==> config.mk <==
export PLATFORM = sky130hd
export DESIGN_NAME = serial_add_ctrl
export DESIGN_NICKNAME = d
export VERILOG_FILES = /design/src/rtl/serial_add_pkg.sv /design/src/rtl/serial_add_ctrl_fa_dec_cell.sv /design/src/rtl/serial_add_ctrl.sv
export SDC_FILE = /design/constraint.sdc
export NUM_CORES = 1
export LEC_CHECK = 0
export ABC_AREA = 0
export CORE_MARGIN = 2
export CORE_UTILIZATION = 54
export DETAILED_ROUTE_END_ITERATION = 16
export PLACE_DENSITY = 0.83
export SLEW_MARGIN = 20
export SYNTH_ARGS = -nofsm -noshare
export SYNTH_HDL_FRONTEND = slang
export SYNTH_SLANG_ARGS = --single-unit
==> constraint.sdc <==
create_clock -name clk -period 2.15 [get_ports clk]
set_input_delay 0.3225 -clock clk [delete_from_list [all_inputs] [get_ports clk]]
set_output_delay 0.3225 -clock clk [all_outputs]
set_load 0.02 [all_outputs]
==> src/rtl/serial_add_pkg.sv <==
// Shared definitions for the bit-serial adder sequencer.
//   state_t : controller state encoding (IDLE / RUN / DONE)
//   W_DEF   : default operand/sum width
//   CW_DEF  : default bit-index counter width (2**CW_DEF >= W_DEF)
package serial_add_pkg;

  typedef enum logic [1:0] {
    ST_IDLE = 2'd0,
    ST_RUN  = 2'd1,
    ST_DONE = 2'd2
  } state_t;

  localparam int W_DEF  = 8;
  localparam int CW_DEF = 5;

endpackage

==> src/rtl/serial_add_ctrl_fa_dec_cell.sv <==
// fa_dec_cell: combinational 1-bit full adder built from a 3-to-8
// active-low decoder whose selected minterms are ORed together.
//   x, y : addend bits
//   z    : carry in
//   s    : sum      (minterms 1,2,4,7)
//   co   : carry out (minterms 3,5,6,7)
module fa_dec_cell (
  input  logic x,
  input  logic y,
  input  logic z,
  output logic s,
  output logic co
);

  logic [2:0] sel;
  logic [7:0] dec_n;

  assign sel = {x, y, z};

  for (genvar i = 0; i < 8; i++) begin : g_dec
    assign dec_n[i] = (sel != 3'(i));
  end

  assign s  = ~dec_n[1] | ~dec_n[2] | ~dec_n[4] | ~dec_n[7];
  assign co = ~dec_n[3] | ~dec_n[5] | ~dec_n[6] | ~dec_n[7];

endmodule

==> src/rtl/serial_add_ctrl.sv <==
// serial_add_ctrl: bit-serial adder sequencer. Captures two W-bit operands
// on an accepted start and streams one bit pair per clock (LSB first)
// through a single fa_dec_cell, carrying between cycles.
//   clk, rst     : clock (rising edge), async active-high reset
//   start        : request, accepted only while ready
//   a, b, ci     : operands and carry-in, captured on accept
//   sub          : (SERIAL_ADD_CTRL_SUB_EN only) subtract, sum = a - b
//   ready        : IDLE or DONE, a start will be accepted
//   busy         : bits are being processed
//   done         : one-cycle pulse, sum/co valid
//   sum, co      : result, held until the next completed operation
// Optional feature macro: SERIAL_ADD_CTRL_SUB_EN
module serial_add_ctrl
  import serial_add_pkg::*;
#(
  parameter int W  = W_DEF,
  parameter int CW = CW_DEF
) (
  input  logic         clk,
  input  logic         rst,
  input  logic         start,
  input  logic [W-1:0] a,
  input  logic [W-1:0] b,
  input  logic         ci,
`ifdef SERIAL_ADD_CTRL_SUB_EN
  input  logic         sub,
`endif
  output logic         ready,
  output logic         busy,
  output logic         done,
  output logic [W-1:0] sum,
  output logic         co
);

  state_t        state, state_nxt;
  logic [W-1:0]  a_sr, b_sr, s_sr;
  logic          cy;
  logic [CW-1:0] cnt;
  logic          fa_s, fa_co;
  logic          accept, last;
  logic [W-1:0]  b_cap;
  logic          cy_cap;

`ifdef SERIAL_ADD_CTRL_SUB_EN
  // Two's complement subtract: a + ~b + 1; ci is ignored when subtracting.
  assign b_cap  = sub ? ~b : b;
  assign cy_cap = sub ? 1'b1 : ci;
`else
  assign b_cap  = b;
  assign cy_cap = ci;
`endif

  assign last = (cnt == CW'(W - 1));

  fa_dec_cell u_fa (
    .x  (a_sr[0]),
    .y  (b_sr[0]),
    .z  (cy),
    .s  (fa_s),
    .co (fa_co)
  );

  always_ff @(posedge clk or posedge rst) begin
    if (rst) state <= ST_IDLE;
    else     state <= state_nxt;
  end

  always_comb begin
    state_nxt = state;
    accept    = 1'b0;
    case (state)
      ST_IDLE: begin
        if (start) begin
          accept    = 1'b1;
          state_nxt = ST_RUN;
        end
      end
      ST_RUN: begin
        if (last) state_nxt = ST_DONE;
      end
      ST_DONE: begin
        // Back-to-back start is taken straight from DONE.
        if (start) begin
          accept    = 1'b1;
          state_nxt = ST_RUN;
        end else begin
          state_nxt = ST_IDLE;
        end
      end
      default: state_nxt = ST_IDLE;
    endcase
  end

  assign ready = (state == ST_IDLE) || (state == ST_DONE);
  assign busy  = (state == ST_RUN);
  assign done  = (state == ST_DONE);

  always_ff @(posedge clk or posedge rst) begin
    if (rst) begin
      a_sr <= '0;
      b_sr <= '0;
      s_sr <= '0;
      cy   <= 1'b0;
      cnt  <= '0;
      sum  <= '0;
      co   <= 1'b0;
    end else if (accept) begin
      a_sr <= a;
      b_sr <= b_cap;
      cy   <= cy_cap;
      s_sr <= '0;
      cnt  <= '0;
    end else if (state == ST_RUN) begin
      // Sum bits enter at the MSB; after W shifts bit 0 sits at the LSB.
      s_sr <= {fa_s, s_sr[W-1:1]};
      a_sr <= a_sr >> 1;
      b_sr <= b_sr >> 1;
      cy   <= fa_co;
      cnt  <= cnt + 1'b1;
      if (last) begin
        sum <= {fa_s, s_sr[W-1:1]};
        co  <= fa_co;
      end
    end
  end

endmodule

==> key figures <==
Layout
  • Area occupied by multi-input gates: about 600 um2
  • Storage element area: 1001 um2
  • Layout Area Growth over Synthesis: 22.77%
  • Antenna diode instance count: 0
  • Layout fillers: roughly 250
  • Fraction of final layout cells with drive strength greater than 1: 14.19%
  • Final-stage net count: about 180

Clock network
  • Clock latency on the worst-skew pair: around 0.33 ns
  • Post-CTS Resized: 0
  • Maximum root-to-sink buffer count: 2
  • Total setup buffers inserted after CTS: 0
  • Hold-fix buffers, CTS: 0
  • Clock root buffer: sky130_fd_sc_hd__clkbuf_4
  • CTS tree: built
  • Worst-path clk slew: 0.10 ns
  • Number of levels in the clock H-tree: 2
  • Inserted Clock Buffers: 5
  • Count of clock tree sinks: 40

Detailed routing
  • Average via count per standard cell: roughly 5.8
  • Routed wire length: roughly 2.7 mm
  • Number of nets with antenna violations after detailed routing: 0
  • Violation count after the first detailed-route iteration: 24
  • Number of optimization iterations in the first detailed-route pass: 4
  • Detailed-route wire length per cell: 14.13 um
  • Via count of the routed design: about 1100
  • Total DRC errors in the routed layout: 0

Worst setup path
  • Worst path arrival time: roughly 1.7 ns
  • Largest stage delay on the critical path: roughly 0.64 ns
  • Kind of launch point of the worst setup path: flip-flop
  • Data required time of the worst path: about 1.8 ns
  • Worst path slowest cell: sky130_fd_sc_hd__clkdlybuf4s50_1
  • Crit. End Element: primary output
  • Top fanout value on the critical path: 13
  • Cells along the critical path: and2b_4, clkdlybuf4s50_1
  • Type of the worst setup path: reg -> out

Yosys
  • Synthesized netlist net count: approximately 140
  • Post-synth EDFFs: 0
  • Average cell area after synthesis: around 14 um2
  • Area fraction in compound gates after synthesis: approximately 20%
  • Xor/xnor share of the synthesized area: 0%
  • Biggest area consumer among synthesized cells: sky130_fd_sc_hd__dfrtp_1
  • Simple logic cell fraction of the synthesized area: under 10%
  • Leading post-synthesis cells by cell area: sky130_fd_sc_hd__dfrtp_1 (60%), sky130_fd_sc_hd__a22o_1 (13%), sky130_fd_sc_hd__mux2_2 (6.7%), sky130_fd_sc_hd__a21o_1 (6.3%), sky130_fd_sc_hd__mux2i_1 (2.4%)
  • Flip-flop and latch count after synthesis: 40
  • Most frequent cells after synthesis: sky130_fd_sc_hd__dfrtp_1 (40), sky130_fd_sc_hd__a22o_1 (25), sky130_fd_sc_hd__a21o_1 (14)
  • Portion of synthesized cell area occupied by the leading cell type: about three fifths
  • Async set-reset flop share out of synthesis: 100.0%
  • Portion of netlist area occupied by mux cells: under 10%
  • Mapped cell area: 1670 um2
  • Gate count of the mapped netlist: roughly 120
  • Top flip-flop cell by instance count after synthesis: sky130_fd_sc_hd__dfrtp_1
  • Yosys warnings: 0
  • Arithmetic-cell share of the synthesized area counting full adders, half adders and majority gates: around 1.9%
  • Share of the yosys chip area belonging to registers: 59.93%
  • Unique masters post-synth: 20
  • Dominant combinational cell family by area after synthesis: compound AO/OA/AOI/OAI gates
  • Most common cell in the netlist: sky130_fd_sc_hd__dfrtp_1

Power
  • Power Density: around 1400 nW/um2
  • Peak ir drop on the vdd network: between 700 and 800 uV
  • Pleak: approximately 1.0 nW

Global route
  • Largest net degree at the start of global routing: between 40 and 50
  • Remaining Overflow, GRT: 0
  • GRT Total Usage: a little under a fifth
  • Initial antenna violation count: 0
  • Via count of the first global-routing pass: approximately 1100
  • Global-route wire length before repair: 4.698 mm

Place
  • GP Congestion: 0.6923
  • Port Buf Inserts: 31
  • Detailed-placement wirelength estimate: ~1.9 mm

Timing
  • Period utilization: a little over nine tenths
  • Final Hold Violating Endpoints: 0
  • Max-slew headroom: 39.25%
  • Setup repair after global routing missed its margin: no
  • Setup_tns: 0 ns
  • Min Tclk post-route: between 2 and 2.5 ns
  • Maximum clock frequency: ~0.49 GHz
  • Worst hold slack after final layout: between 0.3 and 0.4 ns
  • Post-route clock skew: about 0.0042 ns
  • Worst slew pin tran: 0.9102 ns
  • Final count of pins violating max slew: 0
  • Number of failing setup endpoints in the final timing report: 0

Floorplan
  • Starting density of the core: approximately 56%
  • Core region area: roughly 3000 um2
  • Number of cell rows: 20
  • Top-level port count: 32
  • Area of the die: ~3600 um2
  • Die X: 59.62 um
  • Die Ht: between 50 and 60 um

Outcome
  • Outcome: completed

Hold path
  • Worst Hold Class: in -> async

Run
  • Max Cap Viol: 0
stage by stage:
stage                     area (um2)  power (W)  cells  utilization, %  worst slack (ns)
final                           2051   0.002899    188           68.29           0.09041
after global routing            2051   0.003132    188           68.29          0.006732
after CTS                       2051   0.002934    188           68.29           0.06213
after detailed placement        2004   0.002598    181           66.75            0.2074
after global placement          2004   0.002547    181           66.75            0.2382
after floorplan                 1670   0.002222    121               -            0.7596
power by group:
group	switching [W]	internal, W	leakage, nW	total (W)
Combinational	0.000587	0.000686	0.500	0.00127
Clock	0.000215	0.000121	0.0281	0.000336
Sequential	0.000211	0.00108	0.512	0.00129
Total	0.00101	0.00189	1.04	0.00290
final timing paths:
kind | start | cells past startpoint | slack [ns] | endpoint
min | rst | 3 | 0.40 | sum[7]
max | state[1] | 2 | 0.09 | busy
max in group asynchronous | rst | 3 | 1.42 | sum[0]
max reg2reg | state[0] | 3 | 0.40 | cnt[0]
min reg2reg | a_sr[2] | 1 | 0.49 | a_sr[2]
min in group clk | a_sr[2] | 1 | 0.49 | a_sr[2]
metal layers:
layer / global-route usage (%) / share of wire, % / vias to the layer above
met1: 21.88 / 44 / 545
li1: - / - / 518
met5: 0 / 0 / -
met3: 4.585 / 4.4 / 5
met4: 10.16 / 1.8 / 0
met2: 29.83 / 50 / 28
cell usage in the layout (no fill, tap or decap), types with 3 or more instances in the layout:
master	synthesis	final
sky130_fd_sc_hd__nor2b_1	3	3
sky130_fd_sc_hd__buf_4	2	3
sky130_fd_sc_hd__clkbuf_4	0	5
sky130_fd_sc_hd__a22o_1	25	25
sky130_fd_sc_hd__dfrtp_1	40	40
sky130_fd_sc_hd__mux2i_1	4	4
sky130_fd_sc_hd__a21o_1	14	14
sky130_fd_sc_hd__mux2_2	10	10
sky130_fd_sc_hd__inv_1	3	3
sky130_fd_sc_hd__clkdlybuf4s50_1	0	31
sky130_fd_sc_hd__nand2_1	4	4
worst max-delay path: cells and delay by family, from the launching register on:
| family | cells | cell delay, ns |
|---|---|---|
| buffers and inverters | 1 | 0.64 |
| DFF | 1 | 0.40 |
| and+or+nand+nor | 1 | 0.37 |
logic make-up (layout without fill, tap and decap cells):
family,Yosys count,in the layout
AOI/OAI and AO/OA,41,41
DFF,40,40
muxes,14,14
and+or+nand+nor,14,14
buffers and inverters,10,44
adders and majority gates,2,2
sequential cells by signal, indices dropped and copies added, names as in the netlist:
signal,cells
s_sr,7
a_sr,8
sum,8
cy,1
b_sr,8
cnt,5
state,2
co,1
final cells by class:
type	count	share of cell area [%]
Inverter	3	0.5491
Multi-Input combinational cell	71	30.14
Sequential cell	40	48.81
Clock inverter	1	0.2441
Clock buffer	6	2.013
Timing Repair Buffer	34	16.23
Tap cell	33	2.013
(Power assumes the default switching activity.)
